[config.mk]
export PLATFORM = sky130hd
export DESIGN_NAME = uart_fifo_sequencer
export DESIGN_NICKNAME = d
export VERILOG_FILES = /design/src/rtl/uart_fifo_sequencer.sv
export SDC_FILE = /design/constraint.sdc
export NUM_CORES = 1
export LEC_CHECK = 0
export CORE_MARGIN = 4
export CORE_UTILIZATION = 35
export CTS_CLUSTER_DIAMETER = 80
export CTS_CLUSTER_SIZE = 14
export DETAILED_ROUTE_END_ITERATION = 8
export GPL_ROUTABILITY_DRIVEN = 0
export SKIP_CTS_REPAIR_TIMING = 1
export SYNTH_ARGS = -nofsm -noshare
export SYNTH_HDL_FRONTEND = slang
export SYNTH_SLANG_ARGS = --single-unit
[constraint.sdc]
create_clock -name m_clk -period 3.28 [get_ports m_clk]
set_input_delay 0.656 -clock m_clk [delete_from_list [all_inputs] [get_ports m_clk]]
set_output_delay 0.656 -clock m_clk [all_outputs]
set_load 0.05 [all_outputs]
[src/rtl/uart_fifo_sequencer.sv]
// uart_fifo_sequencer: turns FCR field edges into single-cycle RX/TX FIFO
// clear strobes, tracks RX/TX occupancy, and produces the RX trigger-level,
// character-timeout and sticky overrun indications.
module uart_fifo_sequencer #(
    parameter int DEPTH    = 16,
    parameter int TO_CHARS = 4
) (
    input  logic                     m_clk,
    input  logic                     reset,
    input  logic                     FIFOEN,
    input  logic                     RXCLR,
    input  logic                     TXCLR,
    input  logic [1:0]               RXFIFTL,
    input  logic                     rx_push,
    input  logic                     rx_pop,
    input  logic                     tx_push,
    input  logic                     tx_pop,
    input  logic                     char_tick,
    input  logic                     lsr_read,
    output logic                     rx_fifo_clr,
    output logic                     tx_fifo_clr,
    output logic [$clog2(DEPTH):0]   rx_count,
    output logic [$clog2(DEPTH):0]   tx_count,
    output logic                     rx_trig,
    output logic                     rx_timeout,
    output logic                     rx_overrun,
    output logic                     tx_empty,
    output logic                     busy
);

    localparam int CW = $clog2(DEPTH) + 1;
    localparam int TW = $clog2(TO_CHARS + 1);

    typedef enum logic [1:0] {IDLE, CLEAR, SETTLE} state_t;

    state_t          state, state_nxt;
    logic            fifoen_q, rxclr_q, txclr_q;
    logic [1:0]      req;            // [0] = RX, [1] = TX
    logic [1:0]      clr_mask, clr_mask_nxt;
    logic [1:0]      pend_mask, pend_mask_nxt;
    logic            rx_hold, tx_hold;
    logic [CW-1:0]   cap, trig_lvl;
    logic [TW-1:0]   to_cnt;
    logic            rx_full, tx_full;

    // Previous FCR levels for edge detection.
    always_ff @(posedge m_clk or negedge reset) begin
        if (!reset) begin
            fifoen_q <= 1'b0;
            rxclr_q  <= 1'b0;
            txclr_q  <= 1'b0;
        end else begin
            fifoen_q <= FIFOEN;
            rxclr_q  <= RXCLR;
            txclr_q  <= TXCLR;
        end
    end

    // Any FIFOEN change clears both FIFOs; RXCLR/TXCLR rising edges clear one.
    always_comb begin
        req[0] = (RXCLR & ~rxclr_q) | (FIFOEN ^ fifoen_q);
        req[1] = (TXCLR & ~txclr_q) | (FIFOEN ^ fifoen_q);
    end

    // Sequencer state register, including active and pending clear masks.
    always_ff @(posedge m_clk or negedge reset) begin
        if (!reset) begin
            state     <= IDLE;
            clr_mask  <= '0;
            pend_mask <= '0;
        end else begin
            state     <= state_nxt;
            clr_mask  <= clr_mask_nxt;
            pend_mask <= pend_mask_nxt;
        end
    end

    // Next state; requests seen while busy are merged and replayed from SETTLE.
    always_comb begin
        state_nxt     = state;
        clr_mask_nxt  = clr_mask;
        pend_mask_nxt = pend_mask;
        case (state)
            IDLE: begin
                if (|req) begin
                    state_nxt    = CLEAR;
                    clr_mask_nxt = req;
                end
            end
            CLEAR: begin
                state_nxt     = SETTLE;
                pend_mask_nxt = pend_mask | req;
            end
            SETTLE: begin
                if (|(pend_mask | req)) begin
                    state_nxt    = CLEAR;
                    clr_mask_nxt = pend_mask | req;
                end else begin
                    state_nxt    = IDLE;
                    clr_mask_nxt = '0;
                end
                pend_mask_nxt = '0;
            end
            default: begin
                state_nxt     = IDLE;
                clr_mask_nxt  = '0;
                pend_mask_nxt = '0;
            end
        endcase
    end

    // Strobes, busy and per-FIFO freeze derived from the sequencer state.
    always_comb begin
        rx_fifo_clr = (state == CLEAR) & clr_mask[0];
        tx_fifo_clr = (state == CLEAR) & clr_mask[1];
        rx_hold     = (state != IDLE) & clr_mask[0];
        tx_hold     = (state != IDLE) & clr_mask[1];
        busy        = (state != IDLE);
    end

    // Capacity and trigger level depend on FIFO vs character mode.
    always_comb begin
        cap      = FIFOEN ? CW'(DEPTH) : CW'(1);
        trig_lvl = CW'(1);
        if (FIFOEN) begin
            case (RXFIFTL)
                2'b00:   trig_lvl = CW'(1);
                2'b01:   trig_lvl = CW'(DEPTH / 4);
                2'b10:   trig_lvl = CW'(DEPTH / 2);
                default: trig_lvl = CW'(DEPTH - 2);
            endcase
        end
        rx_full    = (rx_count >= cap);
        tx_full    = (tx_count >= cap);
        rx_trig    = (rx_count >= trig_lvl);
        tx_empty   = (tx_count == '0);
        rx_timeout = FIFOEN & (to_cnt == TW'(TO_CHARS)) & (rx_count != '0);
    end

    // RX occupancy; a frozen FIFO is held at zero through CLEAR and SETTLE.
    always_ff @(posedge m_clk or negedge reset) begin
        if (!reset) begin
            rx_count <= '0;
        end else if (rx_hold) begin
            rx_count <= '0;
        end else if (rx_push & ~rx_pop & ~rx_full) begin
            rx_count <= rx_count + 1'b1;
        end else if (rx_pop & ~rx_push & (rx_count != '0)) begin
            rx_count <= rx_count - 1'b1;
        end
    end

    // TX occupancy, same rules as RX.
    always_ff @(posedge m_clk or negedge reset) begin
        if (!reset) begin
            tx_count <= '0;
        end else if (tx_hold) begin
            tx_count <= '0;
        end else if (tx_push & ~tx_pop & ~tx_full) begin
            tx_count <= tx_count + 1'b1;
        end else if (tx_pop & ~tx_push & (tx_count != '0)) begin
            tx_count <= tx_count - 1'b1;
        end
    end

    // Sticky overrun: a lone push into a full RX FIFO; set beats lsr_read.
    always_ff @(posedge m_clk or negedge reset) begin
        if (!reset) begin
            rx_overrun <= 1'b0;
        end else if (~rx_hold & rx_push & ~rx_pop & rx_full) begin
            rx_overrun <= 1'b1;
        end else if (lsr_read) begin
            rx_overrun <= 1'b0;
        end
    end

    // Character-timeout counter, saturating at TO_CHARS.
    always_ff @(posedge m_clk or negedge reset) begin
        if (!reset) begin
            to_cnt <= '0;
        end else if (rx_hold | rx_push | rx_pop) begin
            to_cnt <= '0;
        end else if (FIFOEN & char_tick & (rx_count != '0) & (to_cnt != TW'(TO_CHARS))) begin
            to_cnt <= to_cnt + 1'b1;
        end
    end

endmodule
[Yosys cells after proc, flatten, opt, wreduce, memory -nomap -nowiden]
Cells that the tools add are included.
Word-level totals
  register bits after elaboration: 23
  output and inout bits: 17
  word-level logic and storage cells: 96
Cells by class
  add/subtract/negate cells: 5
  $lt $le $gt $ge: 3
  equality and inequality tests: 7
  mux-type cells: 20
  bitwise logic cells: 38
  reduce and logical (&&, ||, !) cells: 13
Operators by type and width (number)
  two-way mux 5 bit: 7
  bitwise AND 1 bit: 22
  greater-or-equal comparator 5 bit: 3
  one-hot mux 2 bit (3 select lines): 2
  one-hot mux 4 bit (3 select lines): 1
  adder 5 x 1 -> 5 bit, second input constant: 2
  NOT 1 bit: 10
  nonzero test 5 bit: 2
  subtractor 5 x 1 -> 5 bit, second input constant: 2
  two-way mux 2 bit: 3
  two-way mux 3 bit: 2
  nonzero test 2 bit: 3
  nonzero test 3 bit: 2
  zero test 5 bit: 1
  == test 2 x 1 -> 1 bit, second input constant: 2
  == test 2 bit, second input constant: 2
  zero test 2 bit: 2
  two-way mux 4 bit: 1
  OR 1 bit: 4
  one-hot mux 2 bit (2 select lines): 1
  OR reduction 2 bit: 2
  adder 3 x 1 -> 3 bit, second input constant: 1
  == test 3 bit, second input constant: 1
  two-way mux 1 bit: 3
  5 further kinds: 5

[Depth between registers and ports, before layout]
  depth after elaboration: 7
  depth in mapped cells: 11

[Worst setup path after synthesis]
No wires, ideal clock.
  kind: flip-flop to flip-flop
  start point: register rx_count[0]
  end point: register rx_count[4]
  library setup time: 0.125 ns
  arrival: 2.880 ns
  setup slack: 0.276 ns
  stages on the path, launching flop included: 11
  path buffers: 0
  period minus slack after synthesis: 3.004 ns
  cells stage by stage: dfrtp_1 inv_1 ha_1 nor2_1 a31oi_1 or2_2 fa_1 a21o_1 a21oi_1 o21a_1 mux2_2
On the way
  longest elaborated chain between the ends: 5
  elaborated cells on any way between the ends: 11
  those cells by class: add/sub (2); order compare (1); mux (3); bitwise (3); reduce/logical (2)
RTL lines
  start, declared: line 22  | output logic [$clog2(DEPTH):0] rx_count,
  start signal, assigned: line 147  | rx_count <= rx_count + 1'b1;
  start signal, assigned: line 149  | rx_count <= rx_count - 1'b1;
  greater-or-equal comparator 5 bit: line 133  | rx_full = (rx_count >= cap);
  NOT 1 bit: line 146  | end else if (rx_push & ~rx_pop & ~rx_full) begin
  bitwise AND 1 bit: line 146
  two-way mux 5 bit: line 146
  two-way mux 5 bit: line 144  | end else if (rx_hold) begin
Parallel ways exist; a longest one is shown, timed or not. The select of a mux whose other input is x is not followed.
A chain may end at the register's enable or synchronous reset.

[Worst setup path after layout]
  start point: input FIFOEN
  end point: register rx_count[4]
On the way
  longest elaborated chain between the ends: 6
  elaborated cells on any way between the ends: 7
  those cells by class: order compare (1); mux (3); bitwise (2); reduce/logical (1)
RTL lines
  start, declared: line 10  | input logic FIFOEN,
  two-way mux 5 bit (*): line 123  | cap = FIFOEN ? CW'(DEPTH) : CW'(1);
  greater-or-equal comparator 5 bit (*): line 133
  NOT 1 bit (*): line 146
  bitwise AND 1 bit (*): line 146
  two-way mux 5 bit: line 146
  two-way mux 5 bit: line 144
Mark *: on every way between the ends. The rest lies on a longest branch, timed or not.

==> flow_summary.yaml <==
power:
  clkPwrFrac: 0.101
  pwr-share-seq: 0.272
  sw_frac_of_total: 0.477
  total_power_w: 0.00175
  combPwrFrac: 0.627
  p_leak_nw: 0.956
  p_sw_w: 0.000836
  ir_drop_uv: 481
  power.internal_w: 0.000916
  powerDensity_nw_per_um2: 857
routing:
  drc_errors: 0
  totalWireLength_mm: 3.24
  viasPerCell: 4.77
  drt_pre_antenna_iters: 4
  drt_iter0_drc: 38
  vias: 1212
  drtAntennaViolNets: 0
  routedWlPerCell_microns: 12.8
synth:
  synth_area_per_cell_sq_um: 9.60
  synth_most_common_cell: "dfrtp_1"
  synth.largest_area_cell: "dfrtp_1"
  synthTopCellsByCount: "dfrtp_1 (23), nor2_1 (20), ha_1 (17), a21oi_1 (11), inv_1 (10)"
  async_reset_ff_frac: 1.00
  synthesis.nets: 192
  synth_seq_cells: 23
  ys_seq_area_frac: 0.375
  synth-main-ff-cell: "dfrtp_1"
  yosys-top-cells-area: "dfrtp_1 (37%), ha_1 (14%), nor2_1 (4.9%)"
  synth-edff-count: 0
  synthCells: 160
  synth_area_sq_um: 1540
  synth_top_area_frac: 0.375
  yosys_warnings: 0
  synthDistinctLibCells: 34
global_routing:
  grt-ovfl-total: 0
  grt_pass1_vias: 1271
  grt_antenna_before_repair: 0
  grt_pass1_wl_mm: 5.54
  grt_use_total: 0.126
  grt_max_degree: 24
layout:
  fillers: 378
  n_antenna_cell: 0
  finalNonFillerCells: 254
  multi_input_area_sq_um: 921
  post-route-util: 0.497
  nets: 237
  area_delta_synth_final_pct: 33.1
  drive_gt1_frac: 0.152
  ff_latch_area_sq_um: 576
setup_path:
  timing.rr.end: "rx_count[4]"
  cp-end-kind: "flop"
  ff2ff_path_depth: 10
  cp_max_fo: 5
  cp-start-kind: "primary input"
  crit_type: "primary input to flop"
  crit_arrival_ns: 3.30
  rrSetupSlack_ns: 0.55
  r2r-start: "rx_count[0]"
  cp_data_required_time_ns: 3.43
die:
  die-area_sq_um: 5510
  start_util: 0.373
  core_area_sq_um: 4120
  io_pins: 30
  die_w_microns: 74.3
  core.rowCount: 23
  fp.dieH_microns: 74.3
sta:
  finalHoldViolations: 0
  setup_tns_ns: 0
  whs_ns: 0.528
  report.final.slew_viol_count: 0
  fmax_ghz: 0.317
  worst_pin_slew_ns: 0.507
  rsz0062_at_grt: "false"
  timing.final.crit_period_ns: 3.15
  setup_viol: 0
  slew_headroom: 0.661
  finClkSkew_ns: 0.00376
  post-route-period-util: 0.960
clock_tree:
  htreeDepth: 1
  cts_root_buffer: "clkbuf_8"
  cts-buffers-inserted: 3
  cts.path.max_buffers: 2
  cts_sinks: 23
  cts_tree: "built"
  clock_latency_ns: 0.26
  path_clk_slew_ns: 0.08
min_path:
  min_path_type: "flop to flop"
  whs_path_depth: 2
  hold_path_end: "rx_overrun"
  worstHoldStart: "rx_overrun"
place:
  io_buffers: 29
  dp_cells: 250
  dp.final_hpwl_mm: 2.54
flow_run:
  drv_cap: 0
status:
  status: "finished clean"
==> registers in the layout, indices dropped and copies added, names as in the netlist <==
name        cells
rx_count        5
tx_count        5
to_cnt          3
clr_mask        2
pend_mask       2
state           2
fifoen_q        1
rx_overrun      1
rxclr_q         1
txclr_q         1
==> kinds of logic after synthesis <==
family	share of synthesized area
and+or+nand+nor	0.179
xor gates and xnor gates	0.0513
muxes	0.0529
buffers and inverters	0.0318
AOI/OAI and AO/OA	0.146
adders and majority gates	0.164
DFF	0.375
==> layer usage <==
metal / up-vias / wire length, microns / track usage
li1: 634 / - / -
met1: 546 / 1560 / 0.166
met2: 26 / 1490 / 0.213
met3: 6 / 136 / 0.0176
met4: 0 / 59 / 0.0435
met5: - / 0 / 0
==> cells in the final DEF, fill, tap and decap left out, types with 3 or more instances in the layout <==
master,netlist,layout
a21o_1,4,4
a21oi_1,11,10
and2_1,4,4
buf_4,0,15
clkbuf_8,0,3
clkdlybuf4s50_1,0,27
dfrtp_1,23,23
ha_1,17,17
inv_1,10,10
mux2i_1,7,7
nand2_1,9,9
nand2b_1,5,5
nand3_1,6,5
nor2_1,20,20
nor2b_1,3,3
o21ai_0,7,7
xnor2_1,5,5
xor2_1,4,4
==> worst max-delay path, cell delays in order <==
cell and delay [ns]:
clkdlybuf4s50_1 0.49, inv_1 0.11, ha_1 0.32, nor2_1 0.09
a31oi_1 0.10, or2_2 0.35, fa_1 0.39, a21o_1 0.20
a21oi_2 0.14, o21a_1 0.12, mux2_2 0.33
==> power groups by stage <==
| stage | Combinational [W] | Sequential [W] | Clock (W) |
|---|---|---|---|
| after floorplan | 0.000641 | 0.000588 | 0 |
| after global placement | 0.00108 | 0.000479 | 0 |
| after detailed placement | 0.00110 | 0.000479 | 0 |
| after CTS | 0.00110 | 0.000475 | 0.000183 |
| after global routing | 0.00121 | 0.000493 | 0.000194 |
| final | 0.00110 | 0.000476 | 0.000178 |
==> area by class of cell <==
cell class              instances  area share
clock buffers                   3      0.0202
clock inverters                 1     0.00245
inverters                      10      0.0183
multi-input cells             124       0.450
flip-flops and latches         23       0.281
well taps                      50      0.0306
repair buffers                 43       0.197
==> worst max-delay path by stage <==
stage / from / to / slack (ns) / depth (start not counted)
final: FIFOEN / rx_count[4] / 0.13 / 11
after global routing: FIFOEN / rx_count[4] / 0.01 / 12
after CTS: FIFOEN / rx_count[4] / 0.08 / 11
after detailed placement: FIFOEN / rx_count[4] / -0.20 / 11
after global placement: FIFOEN / rx_count[4] / -0.11 / 11
after floorplan: rx_count[0] / rx_count[4] / 0.28 / 10
==> through the flow <==
step	area, sq um	worst slack, ns
final	2050	0.130
after CTS	2040	0.0808
after global routing	2050	0.0103
after detailed placement	1990	-0.201
after global placement	1990	-0.111
after floorplan	1540	0.276
Power figures use the tool's default switching activity.
